[config.mk]
export PLATFORM = sky130hd
export DESIGN_NAME = sv_if_qualifier_monitor_flat
export DESIGN_NICKNAME = d
export VERILOG_FILES = /design/src/rtl/sv_ifq_pkg.sv /design/src/rtl/sv_if_qualifier_monitor_if.sv /design/src/rtl/sv_ifq_fifo.sv /design/src/rtl/sv_if_qualifier_monitor.sv /design/src/flat_wrapper.sv
export SDC_FILE = /design/constraint.sdc
export NUM_CORES = 1
export LEC_CHECK = 0
export BUFFER_PORTS_ARGS = -buffer_cell sky130_fd_sc_hd__buf_2
export CAP_MARGIN = 25
export CORE_ASPECT_RATIO = 0.5
export CORE_UTILIZATION = 63
export DETAILED_ROUTE_END_ITERATION = 10
export GPL_ROUTABILITY_DRIVEN = 0
export PLACE_DENSITY = 0.92
export SETUP_SLACK_MARGIN = 0.2
export SLEW_MARGIN = 0
export SYNTH_ARGS = -nofsm -noshare
export SYNTH_HDL_FRONTEND = slang
export SYNTH_HIERARCHICAL = 1
export SYNTH_SLANG_ARGS = --single-unit
[constraint.sdc]
create_clock -name clk -period 5 [get_ports clk]
set_input_delay 1 -clock clk [delete_from_list [all_inputs] [get_ports clk]]
set_output_delay 1 -clock clk [all_outputs]
set_load 0.02 [all_outputs]
[src/rtl/sv_ifq_pkg.sv]
// Shared types and helpers for the qualified if-chain monitor.
// Latency: n/a (types and pure functions only).
// Backpressure: n/a.
// Contents: mode/kind enums, fixed violation-record header, popcount helper.
package sv_ifq_pkg;

   // Widest condition vector the monitor supports; popcount works on this width.
   localparam int COND_MAX = 16;
   localparam int PC_W     = $clog2(COND_MAX + 1);

   typedef enum logic [1:0] {
      MODE_PLAIN    = 2'd0,
      MODE_UNIQUE   = 2'd1,
      MODE_UNIQUE0  = 2'd2,
      MODE_PRIORITY = 2'd3
   } mode_e;

   typedef enum logic [1:0] {
      KIND_NONE     = 2'd0,
      KIND_NO_MATCH = 2'd1,
      KIND_OVERLAP  = 2'd2
   } kind_e;

   // Parameter-independent part of a violation record. The timestamp and
   // condition vector depend on module parameters, so the full record wraps
   // this header inside the top module.
   typedef struct packed {
      kind_e kind;
      mode_e mode;
   } viol_hdr_t;

   function automatic logic [PC_W-1:0] popcount(input logic [COND_MAX-1:0] v);
      logic [PC_W-1:0] n;
      n = '0;
      for (int i = 0; i < COND_MAX; i++) begin
         n = n + {{(PC_W-1){1'b0}}, v[i]};
      end
      return n;
   endfunction

endpackage

[src/rtl/sv_if_qualifier_monitor_if.sv]
// Bus bundle between the instrumented if-chain source and the monitor.
// Latency: n/a (wires only).
// Backpressure: rpt_valid/rpt_ready handshake on the violation-record side.
// master = instrumentation/reporter side, slave = monitor side.
interface sv_if_qualifier_monitor_if #(
   parameter int N_COND = 4,
   parameter int TS_W   = 16,
   parameter int CNT_W  = 16
);
   localparam int IDX_W = $clog2(N_COND);

   logic              eval_valid;
   logic [1:0]        eval_mode;
   logic              eval_has_else;
   logic [N_COND-1:0] eval_cond;

   logic              sel_valid;
   logic [IDX_W-1:0]  sel_idx;
   logic              sel_else;
   logic              sel_none;
   logic              viol_pulse;

   logic              rpt_valid;
   logic              rpt_ready;
   logic [1:0]        rpt_kind;
   logic [1:0]        rpt_mode;
   logic [TS_W-1:0]   rpt_ts;
   logic [N_COND-1:0] rpt_cond;

   logic [CNT_W-1:0]  cnt_no_match;
   logic [CNT_W-1:0]  cnt_overlap;
   logic              dropped;

   modport master (
      output eval_valid, eval_mode, eval_has_else, eval_cond, rpt_ready,
      input  sel_valid, sel_idx, sel_else, sel_none, viol_pulse,
      input  rpt_valid, rpt_kind, rpt_mode, rpt_ts, rpt_cond,
      input  cnt_no_match, cnt_overlap, dropped
   );

   modport slave (
      input  eval_valid, eval_mode, eval_has_else, eval_cond, rpt_ready,
      output sel_valid, sel_idx, sel_else, sel_none, viol_pulse,
      output rpt_valid, rpt_kind, rpt_mode, rpt_ts, rpt_cond,
      output cnt_no_match, cnt_overlap, dropped
   );

endinterface

[src/rtl/sv_ifq_fifo.sv]
// Generic synchronous FIFO with wrap-bit pointers.
// Latency: 1 cycle write-to-read (no fall-through).
// Backpressure: wr_ready_o low only when full and not popping this cycle.
// Ports: clk/rst; wr_valid_i/wr_data_i/wr_ready_o; rd_valid_o/rd_ready_i/rd_data_o.
module sv_ifq_fifo #(
   parameter int WIDTH = 8,
   parameter int DEPTH = 4
) (
   input  logic             clk,
   input  logic             rst,
   input  logic             wr_valid_i,
   input  logic [WIDTH-1:0] wr_data_i,
   output logic             wr_ready_o,
   output logic             rd_valid_o,
   input  logic             rd_ready_i,
   output logic [WIDTH-1:0] rd_data_o
);
   localparam int AW = $clog2(DEPTH);

   logic [WIDTH-1:0] mem_q [DEPTH];
   logic [AW:0]      wr_ptr_q;
   logic [AW:0]      rd_ptr_q;
   logic             empty;
   logic             full;
   logic             push;
   logic             pop;

   assign empty      = (wr_ptr_q == rd_ptr_q);
   assign full       = (wr_ptr_q[AW] != rd_ptr_q[AW]) &&
                       (wr_ptr_q[AW-1:0] == rd_ptr_q[AW-1:0]);
   assign pop        = !empty && rd_ready_i;
   // A pop frees the head slot in the same cycle, so a full FIFO still accepts.
   assign wr_ready_o = !full || pop;
   assign push       = wr_valid_i && wr_ready_o;
   assign rd_valid_o = !empty;
   // Zero the head while empty so downstream sees clean data after reset.
   assign rd_data_o  = empty ? '0 : mem_q[rd_ptr_q[AW-1:0]];

   always_ff @(posedge clk) begin
      if (push) begin
         mem_q[wr_ptr_q[AW-1:0]] <= wr_data_i;
      end
   end

   always_ff @(posedge clk) begin
      if (rst) begin
         wr_ptr_q <= '0;
         rd_ptr_q <= '0;
      end else begin
         if (push) wr_ptr_q <= wr_ptr_q + 1'b1;
         if (pop)  rd_ptr_q <= rd_ptr_q + 1'b1;
      end
   end

endmodule

[src/rtl/sv_if_qualifier_monitor.sv]
// Runtime checker for unique/unique0/priority if-chains: resolves branch, flags violations.
// Latency: 1 cycle eval->sel/viol_pulse; record visible at rpt_* 1 cycle after viol_pulse.
// Backpressure: rpt_ready stalls the record FIFO; overflow drops records and sets sticky dropped.
// Ports: clk, rst (sync, active-high), bus (slave modport: eval_*, sel_*, viol_pulse, rpt_*, counters).
module sv_if_qualifier_monitor
   import sv_ifq_pkg::*;
#(
   parameter int N_COND     = 4,
   parameter int FIFO_DEPTH = 4,
   parameter int CNT_W      = 16,
   parameter int TS_W       = 16
) (
   input logic                       clk,
   input logic                       rst,
   sv_if_qualifier_monitor_if.slave  bus
);
   localparam int IDX_W = $clog2(N_COND);

   typedef struct packed {
      viol_hdr_t         hdr;
      logic [TS_W-1:0]   ts;
      logic [N_COND-1:0] cond;
   } rec_t;

   localparam int REC_W = $bits(rec_t);

   // Resolution / classification (combinational on the presented evaluation)
   logic [IDX_W-1:0]    sel_idx_d;
   logic                any_d;
   logic [COND_MAX-1:0] cond_ext;
   logic [PC_W-1:0]     pc_d;
   mode_e               mode_d;
   kind_e               kind_d;
   rec_t                rec_d;

   // Registered state
   logic [TS_W-1:0]     ts_q;
   logic                sel_valid_q;
   logic [IDX_W-1:0]    sel_idx_q;
   logic                sel_else_q;
   logic                sel_none_q;
   logic                viol_pulse_q;
   rec_t                rec_q;
   logic [CNT_W-1:0]    cnt_no_match_q;
   logic [CNT_W-1:0]    cnt_overlap_q;
   logic                dropped_q;

   // FIFO side
   logic                fifo_wr_ready;
   logic                fifo_rd_valid;
   rec_t                fifo_rd_dat;

   always_comb begin
      // Scan from the top so the lowest set index is the one left standing.
      sel_idx_d = '0;
      for (int i = N_COND - 1; i >= 0; i--) begin
         if (bus.eval_cond[i]) sel_idx_d = IDX_W'(i);
      end
      any_d                = |bus.eval_cond;
      cond_ext             = '0;
      cond_ext[N_COND-1:0] = bus.eval_cond;
      pc_d                 = popcount(cond_ext);
      mode_d               = mode_e'(bus.eval_mode);

      // OVERLAP needs two or more true conditions and NO_MATCH needs none,
      // so at most one kind can ever be raised.
      kind_d = KIND_NONE;
      case (mode_d)
         MODE_UNIQUE: begin
            if (pc_d > PC_W'(1))                   kind_d = KIND_OVERLAP;
            else if (!any_d && !bus.eval_has_else) kind_d = KIND_NO_MATCH;
         end
         MODE_UNIQUE0: begin
            if (pc_d > PC_W'(1))                   kind_d = KIND_OVERLAP;
         end
         MODE_PRIORITY: begin
            if (!any_d && !bus.eval_has_else)      kind_d = KIND_NO_MATCH;
         end
         default: kind_d = KIND_NONE;
      endcase

      rec_d.hdr.kind = kind_d;
      rec_d.hdr.mode = mode_d;
      rec_d.ts       = ts_q;
      rec_d.cond     = bus.eval_cond;
   end

   always_ff @(posedge clk) begin
      if (rst) begin
         ts_q           <= '0;
         sel_valid_q    <= 1'b0;
         sel_idx_q      <= '0;
         sel_else_q     <= 1'b0;
         sel_none_q     <= 1'b0;
         viol_pulse_q   <= 1'b0;
         rec_q          <= '0;
         cnt_no_match_q <= '0;
         cnt_overlap_q  <= '0;
         dropped_q      <= 1'b0;
      end else begin
         ts_q         <= ts_q + 1'b1;
         sel_valid_q  <= bus.eval_valid;
         viol_pulse_q <= bus.eval_valid && (kind_d != KIND_NONE);

         // sel_* hold their last resolution between evaluations.
         if (bus.eval_valid) begin
            sel_idx_q  <= sel_idx_d;
            sel_else_q <= !any_d && bus.eval_has_else;
            sel_none_q <= !any_d && !bus.eval_has_else;
            rec_q      <= rec_d;
         end

         // Counters step on the same edge that raises viol_pulse, whether or
         // not the record later fits in the FIFO.
         if (bus.eval_valid && (kind_d == KIND_NO_MATCH) && (cnt_no_match_q != '1)) begin
            cnt_no_match_q <= cnt_no_match_q + 1'b1;
         end
         if (bus.eval_valid && (kind_d == KIND_OVERLAP) && (cnt_overlap_q != '1)) begin
            cnt_overlap_q <= cnt_overlap_q + 1'b1;
         end

         if (viol_pulse_q && !fifo_wr_ready) begin
            dropped_q <= 1'b1;
         end
      end
   end

   // The record is written during its viol_pulse cycle.
   sv_ifq_fifo #(
      .WIDTH (REC_W),
      .DEPTH (FIFO_DEPTH)
   ) u_fifo (
      .clk        (clk),
      .rst        (rst),
      .wr_valid_i (viol_pulse_q),
      .wr_data_i  (rec_q),
      .wr_ready_o (fifo_wr_ready),
      .rd_valid_o (fifo_rd_valid),
      .rd_ready_i (bus.rpt_ready),
      .rd_data_o  (fifo_rd_dat)
   );

   assign bus.sel_valid    = sel_valid_q;
   assign bus.sel_idx      = sel_idx_q;
   assign bus.sel_else     = sel_else_q;
   assign bus.sel_none     = sel_none_q;
   assign bus.viol_pulse   = viol_pulse_q;
   assign bus.rpt_valid    = fifo_rd_valid;
   assign bus.rpt_kind     = fifo_rd_dat.hdr.kind;
   assign bus.rpt_mode     = fifo_rd_dat.hdr.mode;
   assign bus.rpt_ts       = fifo_rd_dat.ts;
   assign bus.rpt_cond     = fifo_rd_dat.cond;
   assign bus.cnt_no_match = cnt_no_match_q;
   assign bus.cnt_overlap  = cnt_overlap_q;
   assign bus.dropped      = dropped_q;

endmodule

[src/flat_wrapper.sv]
// flat-port wrapper written by rule: the top's interface ports become plain ports
module sv_if_qualifier_monitor_flat import sv_ifq_pkg::*;
#(
   parameter int N_COND     = 4,
   parameter int FIFO_DEPTH = 4,
   parameter int CNT_W      = 16,
   parameter int TS_W       = 16
)
  (clk, rst, bus_eval_valid, bus_eval_mode, bus_eval_has_else, bus_eval_cond, bus_rpt_ready, bus_sel_valid, bus_sel_idx, bus_sel_else, bus_sel_none, bus_viol_pulse, bus_rpt_valid, bus_rpt_kind, bus_rpt_mode, bus_rpt_ts, bus_rpt_cond, bus_cnt_no_match, bus_cnt_overlap, bus_dropped);
  sv_if_qualifier_monitor_if #(.N_COND(N_COND), .TS_W(TS_W), .CNT_W(CNT_W)) bus_i ();
  input logic clk;
  input logic rst;
  input wire logic [$bits(bus_i.eval_valid)-1:0] bus_eval_valid;
  input wire logic [$bits(bus_i.eval_mode)-1:0] bus_eval_mode;
  input wire logic [$bits(bus_i.eval_has_else)-1:0] bus_eval_has_else;
  input wire logic [$bits(bus_i.eval_cond)-1:0] bus_eval_cond;
  input wire logic [$bits(bus_i.rpt_ready)-1:0] bus_rpt_ready;
  output wire logic [$bits(bus_i.sel_valid)-1:0] bus_sel_valid;
  output wire logic [$bits(bus_i.sel_idx)-1:0] bus_sel_idx;
  output wire logic [$bits(bus_i.sel_else)-1:0] bus_sel_else;
  output wire logic [$bits(bus_i.sel_none)-1:0] bus_sel_none;
  output wire logic [$bits(bus_i.viol_pulse)-1:0] bus_viol_pulse;
  output wire logic [$bits(bus_i.rpt_valid)-1:0] bus_rpt_valid;
  output wire logic [$bits(bus_i.rpt_kind)-1:0] bus_rpt_kind;
  output wire logic [$bits(bus_i.rpt_mode)-1:0] bus_rpt_mode;
  output wire logic [$bits(bus_i.rpt_ts)-1:0] bus_rpt_ts;
  output wire logic [$bits(bus_i.rpt_cond)-1:0] bus_rpt_cond;
  output wire logic [$bits(bus_i.cnt_no_match)-1:0] bus_cnt_no_match;
  output wire logic [$bits(bus_i.cnt_overlap)-1:0] bus_cnt_overlap;
  output wire logic [$bits(bus_i.dropped)-1:0] bus_dropped;
  assign bus_i.eval_valid = bus_eval_valid;
  assign bus_i.eval_mode = bus_eval_mode;
  assign bus_i.eval_has_else = bus_eval_has_else;
  assign bus_i.eval_cond = bus_eval_cond;
  assign bus_i.rpt_ready = bus_rpt_ready;
  assign bus_sel_valid = bus_i.sel_valid;
  assign bus_sel_idx = bus_i.sel_idx;
  assign bus_sel_else = bus_i.sel_else;
  assign bus_sel_none = bus_i.sel_none;
  assign bus_viol_pulse = bus_i.viol_pulse;
  assign bus_rpt_valid = bus_i.rpt_valid;
  assign bus_rpt_kind = bus_i.rpt_kind;
  assign bus_rpt_mode = bus_i.rpt_mode;
  assign bus_rpt_ts = bus_i.rpt_ts;
  assign bus_rpt_cond = bus_i.rpt_cond;
  assign bus_cnt_no_match = bus_i.cnt_no_match;
  assign bus_cnt_overlap = bus_i.cnt_overlap;
  assign bus_dropped = bus_i.dropped;
  sv_if_qualifier_monitor #(.N_COND(N_COND), .FIFO_DEPTH(FIFO_DEPTH), .CNT_W(CNT_W), .TS_W(TS_W)) u_core (.clk(clk), .rst(rst), .bus(bus_i));
endmodule
## After elaboration in Yosys (flattened, before gate mapping)

Memory sizes are Yosys's and may differ from the RTL's. A register that Yosys moved wholly into a read port is not among the register bits.
Cells that the tools add are included.

- Register bits after elaboration: 85
- Latch bits: 0
- Memory bits (writable): 96
- Bits in read-only memories: 0
- Bits of input ports: 11
- Output and inout bits: 64
- Logic and storage cells: 67
- Memories kept: 1

Memories:

| memory | depth | width | read ports | clocked after Yosys merged registers in | write ports | RTL line | RTL |
|---|---|---|---|---|---|---|---|
| u_core.u_fifo.mem_q | 4 | 24 | 1 | 1 | 1 | sv_ifq_fifo.sv:20 | `logic [WIDTH-1:0] mem_q [DEPTH];` |

- Add/sub/neg operators: 8
- Multiply operators: 0
- Div/mod/pow operators: 0
- $lt $le $gt $ge: 1
- Eq/ne operators: 10
- Shifts and indexed selects: 0
- Mux-type cells: 13
- Bitwise gates (word level): 0
- Reductions and logical operators: 19

Operators with widths:

| kind | count |
|---|---|
| adder 16 x 1 -> 16 bit, second input constant | 3 |
| != test 16 bit, second input constant | 2 |
| two-way mux 24 bit | 1 |
| two-way mux 2 bit | 8 |
| logical AND 1 bit | 11 |
| adder 5 x 1 -> 5 bit | 2 |
| adder 3 x 1 -> 3 bit, second input constant | 2 |
| equality test 2 bit, second input constant | 3 |
| case mux 2 bit (3 select lines) | 1 |
| > comparator 5 x 1 -> 1 bit, second input constant | 1 |
| zero test 1 bit | 5 |
| equality test 2 x 1 -> 1 bit, second input constant | 2 |
| OR reduction 4 bit | 1 |
| equality test 3 bit | 1 |
| two-way mux 1 bit | 3 |
| adder 1 x 1 -> 2 bit | 1 |
| equality test 2 bit | 1 |
| nonzero test 2 bit | 1 |
| logical OR 1 bit | 1 |
| != test 1 bit | 1 |

## Depth between registers and ports, before layout

Gate-level depths: netlist (run 1).

- Depth in word-level cells: 9
- Mapped depth: 9

## Cells and area by module

The synthesis (run 1) kept the hierarchy.

By module, submodules not included:

| module | times used | cells each | area each (µm²) | seq. area each (µm²) |
|---|---|---|---|---|
| sv_ifq_fifo | 1 | 207 | 4,130.2 | 3,042.9 |
| sv_if_qualifier_monitor | 1 | 370 | 3,423.3 | 1,581.5 |

## Worst setup path before layout (run 1)

Ideal clock, no wire load.

- Path type: input-to-reg
- From: input port bus_rpt_ready
- To: register u_core.u_fifo.wr_ptr_q[2]
- Data arrival time: 2,859 ps
- Required time: 4,876 ps
- Path slack: 2,017 ps
- Cell stages on the path: 3
- Path buffers: 0
- Cells stage by stage: inv_1 -> a41oi_1 -> mux2_2

- Word-level cells in the longest chain between the ends: 3

RTL lines:

| what | RTL line | RTL |
|---|---|---|
| from (decl) | flat_wrapper.sv:17 | `input wire logic [$bits(bus_i.rpt_ready)-1:0] bus_rpt_ready;` |
| logical AND 1 bit | sv_ifq_fifo.sv:31 | `assign pop = !empty && rd_ready_i;` |
| logical OR 1 bit | sv_ifq_fifo.sv:33 | `assign wr_ready_o = !full \|\| pop;` |
| logical AND 1 bit | sv_ifq_fifo.sv:34 | `assign push = wr_valid_i && wr_ready_o;` |
| to (signal assigned) | sv_ifq_fifo.sv:50 | `if (push) wr_ptr_q <= wr_ptr_q + 1'b1;` |
| to (decl) | sv_ifq_fifo.sv:21 | `logic [AW:0] wr_ptr_q;` |

No other way between the ends.
A chain may end at the register's enable or synchronous reset.

## Final worst setup path (run 1)

- From: register u_core.u_fifo.wr_ptr_q[1]
- To: output port bus_rpt_cond[3]

- Word-level cells in the longest chain between the ends: 2

RTL lines:

| what | RTL line | RTL |
|---|---|---|
| equality test 3 bit | sv_ifq_fifo.sv:28 | `assign empty = (wr_ptr_q == rd_ptr_q);` |
| two-way mux 24 bit | sv_ifq_fifo.sv:37 | `assign rd_data_o = empty ? '0 : mem_q[rd_ptr_q[AW-1:0]];` |
| to (decl) | flat_wrapper.sv:27 | `output wire logic [$bits(bus_i.rpt_cond)-1:0] bus_rpt_cond;` |

No other way between the ends.

==> impl_summary.txt, run 1 <==
----------------------------------------------------
[CTS]
  Number of buffers created by CTS ... 17
  Clock sink count ... 183
  Hold-fix buffer count after cts ... 0
  Level count of the clock H-tree ... 4
  Clk root buf ... sky130_fd_sc_hd__clkbuf_16
  Post-CTS setup buffer count ... 0
  Post-cts gate resize count ... 0
  Clk_lat worst skew ... 0.43 ns
  Maximum clock path buffer count ... 2
  CTS tree ... done
  Clock slew at reported path FFs ... roughly 0.07 ns

[Yosys]
  Netlist area before placement ... 0.007553 mm²
  Post-synth net total ... 598
  Avg Cell Area, Syn ... 13.09 µm²
  Synth async-reset ratio ... 0
  Share of the synthesized area in the top cell type ... 0.3816
  Number of synthesized flops with an enable pin ... 96
  Area leader, netlist ... sky130_fd_sc_hd__edfxtp_1
  Number of distinct standard cells referenced by the synthesized netlist ... between 50 and 60
  Top cells by count, synth ... 96 x sky130_fd_sc_hd__edfxtp_1, 87 x sky130_fd_sc_hd__dfxtp_1, 81 x sky130_fd_sc_hd__nor2_1
  Synthesized instance count ... 577
  Most repeated cell in the gate-level netlist after synthesis ... sky130_fd_sc_hd__edfxtp_1
  Primary FF master, synth ... sky130_fd_sc_hd__edfxtp_1
  Total of warnings raised by yosys ... 6
  Sequential area share after synthesis ... 0.6122
  Number of register bits inferred by synthesis ... 183
  Ranking of synthesized cells by area ... sky130_fd_sc_hd__edfxtp_1 38%, sky130_fd_sc_hd__dfxtp_1 23%, sky130_fd_sc_hd__mux4_2 7.2%

[STA]
  Pins over their slew limit ... 0
  Final hold violations ... 0
  Min Tclk post-route ... 3.370 ns
  Relative max-transition margin ... 0.3424
  Unrepaired setup endpoints after global routing ... no
  Worst-Margin Slew ... approximately 0.98 ns
  Tcrit/Tclk final ... 0.6740
  Final-layout setup total negative slack ... 0 ns
  Final setup fails ... 0
  Post-Route Skew ... 0.006449 ns
  Peak Freq ... 0.2967 GHz

[Pwr]
  Switching component of the power ... 0.8757 mW
  Internal power of the cells ... roughly 2.4 mW
  Switching portion of total power ... 0.2658
  Gate power share ... 0.118
  Pleak ... 3.197 nW
  Cell Pwr Density ... 378.3 mW/mm²
  Worst-case vdd ir drop ... 245.5 µV
  Part of the total power dissipated in the clock network ... 0.391
  Seq pwr share ... 0.491

[Detailed routing]
  Via count normalized by instance count ... 6.103
  Remaining routing DRC violations ... 0
  Final antenna-violating net count ... 0
  Average wire length per cell after detail routing ... about 19 µm
  Vias ... between 5000 and 6000
  Detailed-router iteration count before antenna repair ... 5
  WL final ... 15680 µm
  Starting DRT DRC Count ... 511

[Final layout]
  Area growth from synthesis to final layout ... 15.27%
  Antenna fix cells ... 0
  Register area ... 0.004624 mm²
  Number of filler instances in the final layout ... 614
  Layout Nets ... 676
  Fin area ... 0.008707 mm²
  Share of layout cells above drive strength 1 ... 0.2440
  Area of combinational cells with multiple inputs ... 0.002745 mm²

[Place]
  Count of buffers from port buffering ... 74
  Post-detailed-placement half-perimeter wirelength ... 9462 µm
  Area after DPL ... 0.008109 mm²

[Global route]
  GRT Resource Usage Total ... 0.2708
  Maximum number of pins on one net before global-route repair ... 52
  Total congestion overflow ... 0
  Antenna violations before repair ... 0
  Number of global-route vias before repair ... roughly 4900
  Wire length of the first global-routing pass ... 25230 µm

[Critical path]
  Nature of the critical path startpoint ... flip-flop
  Required time worst endpoint ... 4.00 ns
  Element type at the critical path end ... output port
  Worst-case register-to-register setup slack ... approximately 2.8 ns
  Critical path fanouts, max ... 17
  Arr. time, crit path ... 2.37 ns
  Reg-to-Reg Start ... u_core/u_fifo/rd_ptr_q[2]$_SDFFE_PP0P_
  Reg2reg end ... u_core/u_fifo/mem_q[2][13]$_DFFE_PP_
  Startpoint-to-endpoint class of the critical path ... reg2out
  Logic depth of the worst register-to-register path ... 4

[Floorplanning]
  Die footprint ... 0.01246 mm²
  Core region area ... 0.01132 mm²
  Die outline width ... 156.9 µm
  Initial Util ... 0.6674
  Site row count ... 27
  Height of the die ... 79.43 µm
  Io pins ... 75

[Run]
  Max-cap violations ... 0

[Run status]
  Run status ... completed

[Min path]
  Hold Startpoint ... u_core/bus.sel_else$_SDFFE_PP0P_
  Worst Hold Path Cells ... 2
  Hold path endpoint ... u_core/bus.sel_else$_SDFFE_PP0P_
  Worst min-delay path category ... reg2reg

----------------------------------------------------
==> worst max-delay path, stage by stage (launching register included) <==
cell	delay [ns]
sky130_fd_sc_hd__dfxtp_1	0.37
sky130_fd_sc_hd__xnor2_1	0.51
sky130_fd_sc_hd__and3_1	0.60
sky130_fd_sc_hd__buf_8	0.23
sky130_fd_sc_hd__nor2b_1	0.07
sky130_fd_sc_hd__buf_2	0.16
==> power groups by stage <==
stage	clock network, mW	registers, mW	logic [mW]
floorplan	0	1.65	0.286
global route	1.36	1.62	0.417
CTS	1.31	1.62	0.380
finish	1.29	1.62	0.388
detailed placement	0	1.65	0.375
global placement	0	1.65	0.364
==> how the worst max path moves through the flow <==
stage | from | endpoint | slack (ns)
floorplan | bus_rpt_ready | u_core/u_fifo/wr_ptr_q[2]$_SDFFE_PP0P_ | 2.02
global placement | bus_eval_cond[0] | u_core/bus.cnt_overlap[3]$_SDFFE_PP0P_ | 1.83
detailed placement | bus_eval_valid | u_core/bus.cnt_overlap[1]$_SDFFE_PP0P_ | 1.75
CTS | u_core/u_fifo/wr_ptr_q[1]$_SDFFE_PP0P_ | bus_rpt_ts[15] | 1.35
global route | u_core/u_fifo/wr_ptr_q[1]$_SDFFE_PP0P_ | bus_rpt_ts[4] | 1.47
finish | u_core/u_fifo/wr_ptr_q[1]$_SDFFE_PP0P_ | bus_rpt_cond[3] | 1.63
==> cell families after synthesis <==
family,after synthesis,share of synthesized area
and+or+nand+nor,207,0.1484
DFF,183,0.6122
muxes,54,0.1120
xor gates and xnor gates,43,0.04986
buffers and inverters,41,0.02617
AOI/OAI and AO/OA,39,0.03379
adders and majority gates,10,0.01756
==> cell type report <==
| type | count | area share |
|---|---|---|
| multi-input combinational | 353 | 0.3153 |
| timing repair buffer | 86 | 0.05777 |
| clock inverter | 15 | 0.01811 |
| inverter | 14 | 0.006035 |
| clock buffer | 17 | 0.04886 |
| tap | 159 | 0.02285 |
| sequential | 183 | 0.5311 |
==> through the flow <==
stage                     std cells  total power [mW]  hold WS [ns]  setup WS [ns]    util
after floorplan                 577             1.931        0.4523          2.017       -
after global placement          791             2.010        0.4464          1.828  0.7114
after detailed placement        794             2.023        0.4644          1.746  0.7165
after CTS                       826             3.302        0.4820          1.348  0.7680
after global routing            827             3.391        0.5008          1.466  0.7694
final                           827             3.294        0.4900          1.630  0.7694
==> state kept, by name, summed over array words and instances, names as in the netlist, named ones only <==
| signal | cells |
|---|---|
| u_core/bus.cnt_no_match | 16 |
| u_core/bus.cnt_overlap | 16 |
| u_core/bus.dropped | 1 |
| u_core/bus.sel_else | 1 |
| u_core/bus.sel_idx | 2 |
| u_core/bus.sel_none | 1 |
| u_core/bus.sel_valid | 1 |
| u_core/bus.viol_pulse | 1 |
| u_core/rec_q | 24 |
| u_core/ts_q | 16 |
| u_core/u_fifo/mem_q | 96 |
| u_core/u_fifo/rd_ptr_q | 3 |
| u_core/u_fifo/wr_ptr_q | 3 |
==> layout by cell type (no fill, tap or decap), drive strengths merged, types with 3 or more instances in the layout <==
cell type	Yosys	routed
nor4	8	8
nor2	82	82
xnor2	23	23
nor3	10	10
dfxtp	87	87
mux2i	26	26
a31oi	3	3
ha	9	9
xor2	20	20
inv	13	20
nand3	13	13
nand4	17	17
a211oi	4	4
clkbuf	13	17
a21oi	12	12
clkinv	1	7
edfxtp	96	96
nor2b	29	29
or3	5	5
buf	14	86
mux2	4	4
nand2	18	18
o21ai	9	9
mux4	24	24
and2	5	5
and3	5	5
and4	6	6
o211ai	5	5
==> metal layers <==
| metal | vias to the layer above | wire length (µm) | global-route usage |
|---|---|---|---|
| met4 | 0 | 296 | 0.09902 |
| met5 | - | 0 | 0 |
| li1 | 2270 | - | - |
| met3 | 36 | 1284 | 0.06786 |
| met1 | 2476 | 6317 | 0.3429 |
| met2 | 265 | 7778 | 0.4564 |
(Power assumes the default switching activity.)
==> run 2: changes to the inputs <==
ABC_AREA = 1   (was unset)
CORE_UTILIZATION = 59   (was 63)
PLACE_DENSITY = 0.87   (was 0.92)
clock period = 3.2 ns   (was 5 ns; I/O delays follow)
==> run 2 against run 1 <==
Effect of this change:
- the flow now finishes with violations (DRC)
- clock skew grew 0.0085 ns
- critical path depth is 1 higher
- final cell count rose by 35%
- synthesized cell count is 49% higher
- clock power rose by 58%
- sequential power rose by 59%
- combinational power increased by 70%
- die area grew 12%
- sequential share of layout area decreased by 2.0 points
- power up 60%
- critical endpoint is now bus_rpt_ts[1]
- largest power group unchanged
==> impl_summary.txt, run 2 <==
----------------------------------------------------
[Min path]
  Worst Hold Path Cells ... 2 (unchanged)
  Hold path endpoint ... u_core/bus.sel_else$_SDFFE_PP0P_
  Hold Startpoint ... u_core/bus.sel_else$_SDFFE_PP0P_
  Worst min-delay path category ... reg2reg

[Place]
  Area after DPL ... 0.008449 mm² (+4.2%)
  Post-detailed-placement half-perimeter wirelength ... 10580 µm (+12%)
  Count of buffers from port buffering ... 74 (unchanged)

[Detailed routing]
  WL final ... 17580 µm (+12%)
  Via count normalized by instance count ... 5.616 (-8.0%)
  Starting DRT DRC Count ... 551 (+7.8%)
  Final antenna-violating net count ... 0 (unchanged)
  Detailed-router iteration count before antenna repair ... 8 (+3)
  Vias ... 6251 (+24%)
  Remaining routing DRC violations ... 2 (+2)
  Average wire length per cell after detail routing ... 15.80 µm (-17%)

[Yosys]
  Number of distinct standard cells referenced by the synthesized netlist ... 38 (-25%)
  Synthesized instance count ... 857 (+49%)
  Total of warnings raised by yosys ... 6 (unchanged)
  Number of register bits inferred by synthesis ... 183 (unchanged)
  Sequential area share after synthesis ... 0.5803 (-0.03191)
  Number of synthesized flops with an enable pin ... 96 (unchanged)
  Most repeated cell in the gate-level netlist after synthesis ... sky130_fd_sc_hd__nand2_1
  Share of the synthesized area in the top cell type ... 0.3618 (-0.01989)
  Area leader, netlist ... sky130_fd_sc_hd__edfxtp_1
  Top cells by count, synth ... 182 x sky130_fd_sc_hd__nand2_1, 119 x sky130_fd_sc_hd__nor2_1, 96 x sky130_fd_sc_hd__edfxtp_1
  Avg Cell Area, Syn ... 9.299 µm² (-29%)
  Netlist area before placement ... 0.007969 mm² (+5.5%)
  Synth async-reset ratio ... 0 (unchanged)
  Ranking of synthesized cells by area ... sky130_fd_sc_hd__edfxtp_1 36%, sky130_fd_sc_hd__dfxtp_1 22%, sky130_fd_sc_hd__nand2_1 8.6%
  Primary FF master, synth ... sky130_fd_sc_hd__edfxtp_1
  Post-synth net total ... 878 (+47%)

[STA]
  Hold_ws ... 0.4722 ns (-0.01777 ns)
  Post-Route Skew ... 0.01494 ns (+0.008491 ns)
  Peak Freq ... 0.3694 GHz
  Min Tclk post-route ... 2.707 ns
  Worst-Margin Slew ... 0.7029 ns (-0.2776 ns)
  Final hold violations ... 0 (unchanged)
  Unrepaired setup endpoints after global routing ... no
  Final-layout setup total negative slack ... 0 ns (unchanged)
  Tcrit/Tclk final ... 0.8459
  Final setup fails ... 0 (unchanged)
  Pins over their slew limit ... 0 (unchanged)
  Relative max-transition margin ... 0.5271 (+0.1847)

[CTS]
  Hold-fix buffer count after cts ... 0 (unchanged)
  Maximum clock path buffer count ... 2 (unchanged)
  CTS tree ... done
  Clk_lat worst skew ... 0.45 ns (+0.02 ns)
  Post-CTS setup buffer count ... 0 (unchanged)
  Clk root buf ... sky130_fd_sc_hd__clkbuf_16
  Clock slew at reported path FFs ... 0.08 ns (about the same)
  Post-cts gate resize count ... 0 (unchanged)
  Level count of the clock H-tree ... 4 (unchanged)
  Clock sink count ... 183 (unchanged)
  Number of buffers created by CTS ... 17 (unchanged)

[Global route]
  Met3 Use GR ... 0.06318 (-0.004683)
  Gr busiest metal ... met2
  Met2 routing resource usage after global routing ... 0.4296 (-0.02683)
  GRT Resource Usage Total ... 0.2609 (-0.009885)
  GR Layer Usage met1 ... 0.3346 (-0.008298)
  Antenna violations before repair ... 0 (unchanged)
  Number of global-route vias before repair ... 5814 (+18%)
  Maximum number of pins on one net before global-route repair ... 51 (-1.9%)
  Total congestion overflow ... 0 (unchanged)
  Wire length of the first global-routing pass ... 28440 µm (+13%)

[Floorplanning]
  Die footprint ... 0.01400 mm² (+12%)
  Initial Util ... 0.6169 (-0.05053)
  Core region area ... 0.01292 mm² (+14%)
  Site row count ... 29 (+7.4%)
  Die outline width ... 166.4 µm (+6.1%)
  Io pins ... 75 (unchanged)
  Height of the die ... 84.18 µm (+6.0%)

[Critical path]
  Element type at the critical path end ... output port
  Reg2reg end ... u_core/bus.cnt_overlap[12]$_SDFFE_PP0P_
  Nature of the critical path startpoint ... flip-flop
  Logic depth of the worst register-to-register path ... 10 (+6)
  Reg-to-Reg Start ... u_core/bus.cnt_overlap[0]$_SDFFE_PP0P_
  Startpoint-to-endpoint class of the critical path ... reg2out
  Critical path fanouts, max ... 28 (+11)
  Arr. time, crit path ... 2.07 ns (-0.30 ns)
  Worst-case register-to-register setup slack ... 1.29 ns (-1.50 ns)
  Required time worst endpoint ... 2.56 ns (-1.44 ns)

[Final layout]
  Share of layout cells above drive strength 1 ... 0.1771 (-0.06692)
  Layout Nets ... 951 (+41%)
  Antenna fix cells ... 0 (unchanged)
  Fin area ... 0.009056 mm² (+4.0%)
  Number of flip-flops under the largest register name ... 96 (unchanged)
  Number of filler instances in the final layout ... 874 (+42%)
  Commonest non-fill, non-tap cells in the layout ... 182 x sky130_fd_sc_hd__nand2_1, 115 x sky130_fd_sc_hd__nor2_1, 96 x sky130_fd_sc_hd__edfxtp_1
  Most common cell after layout, fill and taps aside ... sky130_fd_sc_hd__nand2_1
  Area growth from synthesis to final layout ... 13.64%

[Pwr]
  Cell Pwr Density ... 581.3 mW/mm² (+54%)
  Worst-case vdd ir drop ... 346.4 µV (+41%)
  Pleak ... 3.577 nW (+12%)

[Run status]
  Violations in the final reports ... DRC
  Run status ... finished, violations left

[Run]
  Max-cap violations ... 0 (unchanged)

----------------------------------------------------
-- run 2: cell types whose count changed in the layout (fill, tap and decap cells not counted), sizes merged, moves of 29 or more --
cell,previous run,this run
o21ai,9,55
nor2b,29,0
a21oi,12,58
nor2,82,128
inv,20,91
nand2,18,191
-- run 2: kinds of logic (layout without fill, tap and decap cells) --
kind of cell               Yosys count  in the layout  synth area share
and+or+nand+nor                    368            368            0.1933
DFF                                183            183            0.5803
AOI/OAI and AO/OA                  140            140           0.09735
buffers and inverters              116            202           0.06469
muxes                               24             24           0.03015
xor gates and xnor gates            16             16           0.01758
adders and majority gates           10             10           0.01664
-- run 2: report_power, final --
| part | internal, mW | switching [mW] |
|---|---|---|
| sequential | 2.52 | 0.0479 |
| combinational | 0.206 | 0.455 |
| clock | 1.04 | 0.997 |
| total | 3.76 | 1.50 |
-- run 2: how the worst max path moves through the flow --
stage	slack, ns	cells past startpoint	to	startpoint
2_1_floorplan	0.88	4	u_core/u_fifo/mem_q[1][0]$_DFFE_PP_	bus_rpt_ready
3_3_place_gp	0.63	12	u_core/bus.cnt_overlap[12]$_SDFFE_PP0P_	bus_eval_cond[0]
6_report	0.49	6	bus_rpt_ts[1]	flip-flop
3_5_place_dp	0.58	12	u_core/bus.cnt_overlap[12]$_SDFFE_PP0P_	bus_eval_cond[0]
4_1_cts	0.48	6	bus_rpt_ts[1]	flip-flop
5_1_grt	0.33	6	bus_rpt_ts[1]	flip-flop
-- run 2: stage by stage --
| step | worst slack (ns) | total power [mW] | std cells | utilization |
|---|---|---|---|---|
| 6_report | 0.4932 | 5.264 | 1113 | 0.7011 |
| 5_1_grt | 0.3267 | 5.446 | 1113 | 0.7011 |
| 4_1_cts | 0.4772 | 5.264 | 1112 | 0.6990 |
| 3_5_place_dp | 0.5840 | 3.260 | 1080 | 0.6541 |
| 3_3_place_gp | 0.6298 | 3.241 | 1080 | 0.6541 |
| 2_1_floorplan | 0.8828 | 3.104 | 857 | - |
-- run 2: layer usage --
metal	wire, µm	share of wire
met1	7536	0.43
met2	8249	0.47
met3	1422	0.081
met4	375	0.021
met5	0	0
-- run 2: area by class of cell --
type                       instances  area, µm²  area share
sequential                       183       4626      0.5108
multi-input combinational        558       2839      0.3135
timing repair buffer              87      488.0     0.05388
clock buffer                      17      425.4     0.04697
inverter                          83      311.5     0.03440
tap                              170      212.7     0.02349
clock inverter                    15      153.9     0.01699
-- run 2: worst max-delay path, stage by stage, from the launching register on --
cell and delay, ns:
sky130_fd_sc_hd__dfxtp_2 0.47, sky130_fd_sc_hd__buf_4 0.40, sky130_fd_sc_hd__o21ai_0 0.19, sky130_fd_sc_hd__o22ai_1 0.24, sky130_fd_sc_hd__nand2_1 0.10, sky130_fd_sc_hd__inv_2 0.07
sky130_fd_sc_hd__buf_2 0.15
==> run 3: changes to the inputs <==
clock period = 2.7 ns   (was 3.2 ns; I/O delays follow)
==> run 3 against run 2 <==
Effect of this change:
- the run still ends with DRC left
- die area unchanged
- utilization rose by 0.078 points
- non-clock buffer count unchanged
- power rose by 19%
- register-to-register slack got worse by 0.41 ns
- critical path depth grew 2
- first-iteration DRC count grew 18%
- via count grew 1.0%
- worst setup slack got worse by 0.18 ns
- clock-buffer cell count stayed put
==> impl_summary.txt, run 3 (synthesis gave the netlist of run 2 again) <==
----------------------------------------------------
[Run status]
  Run status ... finished, violations left
  Violations in the final reports ... DRC

[STA]
  Min Tclk post-route ... around 2.4 ns
  Final-layout setup total negative slack ... 0 ns (unchanged)
  Relative max-transition margin ... 0.4490 (-0.07815)
  Post-Route Skew ... 0.01157 ns (-0.003374 ns)
  Worst-Margin Slew ... 0.8190 ns (+0.1161 ns)
  Tcrit/Tclk final ... 0.8832
  Pins over their slew limit ... 0 (unchanged)
  Final setup fails ... 0 (unchanged)
  Final hold violations ... 0 (unchanged)
  Unrepaired setup endpoints after global routing ... no
  Peak Freq ... 0.4194 GHz

[Global route]
  Maximum number of pins on one net before global-route repair ... 49 (-3.9%)
  Number of global-route vias before repair ... 5819 (+0.086%)
  Antenna violations before repair ... 0 (unchanged)
  Total congestion overflow ... 0 (unchanged)
  Wire length of the first global-routing pass ... 28320 µm (-0.41%)
  GRT Resource Usage Total ... 0.2582 (-0.002706)

[Min path]
  Hold Startpoint ... bus_eval_cond[0]
  Worst min-delay path category ... in2reg
  Hold path endpoint ... u_core/rec_q[0]$_SDFFE_PP0P_
  Worst Hold Path Cells ... 3 (+1)

[Critical path]
  Element type at the critical path end ... output port
  Critical-path top delay cell ... sky130_fd_sc_hd__dfxtp_1
  Logic depth of the worst register-to-register path ... 6 (-4)
  Arr. time, crit path ... 1.84 ns (-0.23 ns)
  Required time worst endpoint ... 2.16 ns (-0.40 ns)
  Reg-to-Reg Start ... u_core/ts_q[0]$_SDFF_PP0_
  Nature of the critical path startpoint ... flip-flop
  Cell mode on critical path ... sky130_fd_sc_hd__nand2_1
  Worst path cell trace ... inv_2 -> nand2_1 -> nand2_2 -> nor2_4 -> nand2_4 -> nand2_1 -> inv_1 -> buf_2
  Reg2reg end ... u_core/ts_q[10]$_SDFF_PP0_
  Largest incremental delay on the critical path ... 0.43 ns (-0.04 ns)
  Critical path fanouts, max ... 29 (+3.6%)
  Worst-case register-to-register setup slack ... 0.88 ns (-0.41 ns)
  Startpoint-to-endpoint class of the critical path ... reg2out

[Pwr]
  Cell Pwr Density ... 690.4 mW/mm² (+19%)
  Pleak ... 3.591 nW (+0.39%)
  Worst-case vdd ir drop ... 359.5 µV (+3.8%)

[CTS]
  Number of buffers created by CTS ... 17 (unchanged)
  Clk root buf ... sky130_fd_sc_hd__clkbuf_16
  Level count of the clock H-tree ... 4 (unchanged)
  Post-CTS setup buffer count ... 0 (unchanged)
  Clock sink count ... 183 (unchanged)
  Clk_lat worst skew ... 0.43 ns (-0.02 ns)
  Clock slew at reported path FFs ... 0.07 ns (about the same)
  CTS tree ... done
  Maximum clock path buffer count ... 2 (unchanged)

[Final layout]
  Most common cell after layout, fill and taps aside ... sky130_fd_sc_hd__nand2_1
  Antenna fix cells ... 0 (unchanged)
  Layout Nets ... 951 (unchanged)
  Commonest non-fill, non-tap cells in the layout ... 182 x sky130_fd_sc_hd__nand2_1, 115 x sky130_fd_sc_hd__nor2_1, 96 x sky130_fd_sc_hd__edfxtp_1
  Number of flip-flops under the largest register name ... 96 (unchanged)
  Share of layout cells above drive strength 1 ... 0.1771 (unchanged)
  Number of filler instances in the final layout ... 903 (+3.3%)
  Register area ... 0.004628 mm² (about the same)
  Area growth from synthesis to final layout ... 13.77%
  Fin area ... 0.009066 mm² (+0.11%)
  Count of placed standard cells in the final layout, fillers left out ... 1113 (unchanged)
  Area of combinational cells with multiple inputs ... 0.002844 mm² (+0.18%)

[Run]
  Max-cap violations ... 0 (unchanged)

[Floorplanning]
  Initial Util ... 0.6169 (unchanged)
  Die outline width ... 166.4 µm (unchanged)
  Height of the die ... 84.18 µm (unchanged)
  Site row count ... 29 (unchanged)
  Core region area ... 0.01292 mm² (unchanged)
  Die footprint ... 0.01400 mm² (unchanged)
  Io pins ... 75 (unchanged)

[Detailed routing]
  Final antenna-violating net count ... 0 (unchanged)
  Starting DRT DRC Count ... 651 (+18%)
  Average wire length per cell after detail routing ... 15.80 µm (about the same)
  Vias ... 6316 (+1.0%)
  Via count normalized by instance count ... 5.675 (+1.0%)
  Remaining routing DRC violations ... 2 (unchanged)
  WL final ... 17580 µm (about the same)
  Detailed-router iteration count before antenna repair ... 9 (+1)

[Place]
  Post-detailed-placement half-perimeter wirelength ... 10580 µm (about the same)
  Count of buffers from port buffering ... 74 (unchanged)
  Placed cells ... 1081 (+0.093%)
  Area after DPL ... 0.008469 mm² (+0.24%)

----------------------------------------------------
[run 3: critical path, delay by kind of cell (launching register included)]
| family | cells | cell delay [ns] |
|---|---|---|
| buffers and inverters | 3 | 0.29 |
| DFF | 1 | 0.43 |
| and+or+nand+nor | 5 | 0.69 |
[run 3: worst max-delay path by stage]
| stage | from | depth (start not counted) | endpoint |
|---|---|---|---|
| final | u_core/u_fifo/wr_ptr_q[0]$_SDFFE_PP0P_ | 8 | bus_rpt_kind[0] |
| after global routing | u_core/u_fifo/wr_ptr_q[0]$_SDFFE_PP0P_ | 8 | bus_rpt_kind[0] |
| after CTS | flip-flop | 6 | bus_rpt_kind[1] |
| after detailed placement | bus_eval_cond[0] | 12 | u_core/bus.cnt_overlap[15]$_SDFFE_PP0P_ |
| after global placement | bus_eval_cond[0] | 12 | u_core/bus.cnt_overlap[12]$_SDFFE_PP0P_ |
| after floorplan | u_core/u_fifo/wr_ptr_q[0]$_SDFFE_PP0P_ | 7 | u_core/u_fifo/mem_q[1][0]$_DFFE_PP_ |
[run 3: timing repair]
| action | CTS | global route |
|---|---|---|
| hold buffers | 0 | 0 |
| setup endpoints to repair | 22 | 12 |
| resized for setup | 2 | 4 |
[run 3: layout make-up]
class,count,area share
inverters,83,0.03464
flip-flops and latches,183,0.5105
multi-input cells,558,0.3137
clock inverters,15,0.01697
clock buffers,17,0.04692
repair buffers,87,0.05382
well taps,170,0.02346
[run 3: layer usage]
metal  vias to the layer above  share of wire  global-route usage
li1                       2999              -                   -
met5                         -              0                   0
met4                         0          0.019             0.09848
met3                        41          0.081             0.03725
met1                      2976           0.42              0.3432
met2                       300           0.48              0.4369
[run 3: stage by stage]
stage          power (mW)  worst slack, ns    util  hold WS [ns]
2_1_floorplan       3.679           0.4790       -        0.4300
3_3_place_gp        3.850           0.3653  0.6557        0.4427
3_5_place_dp        3.877           0.3336  0.6557        0.4567
4_1_cts             6.284           0.2287  0.7011        0.3840
5_1_grt             6.474           0.2264  0.7019        0.4132
6_report            6.260           0.3155  0.7019        0.3947
[run 3: power by group]
group / internal [mW] / switching, mW
combinational: 0.253 / 0.541
sequential: 2.99 / 0.0674
clock: 1.24 / 1.17
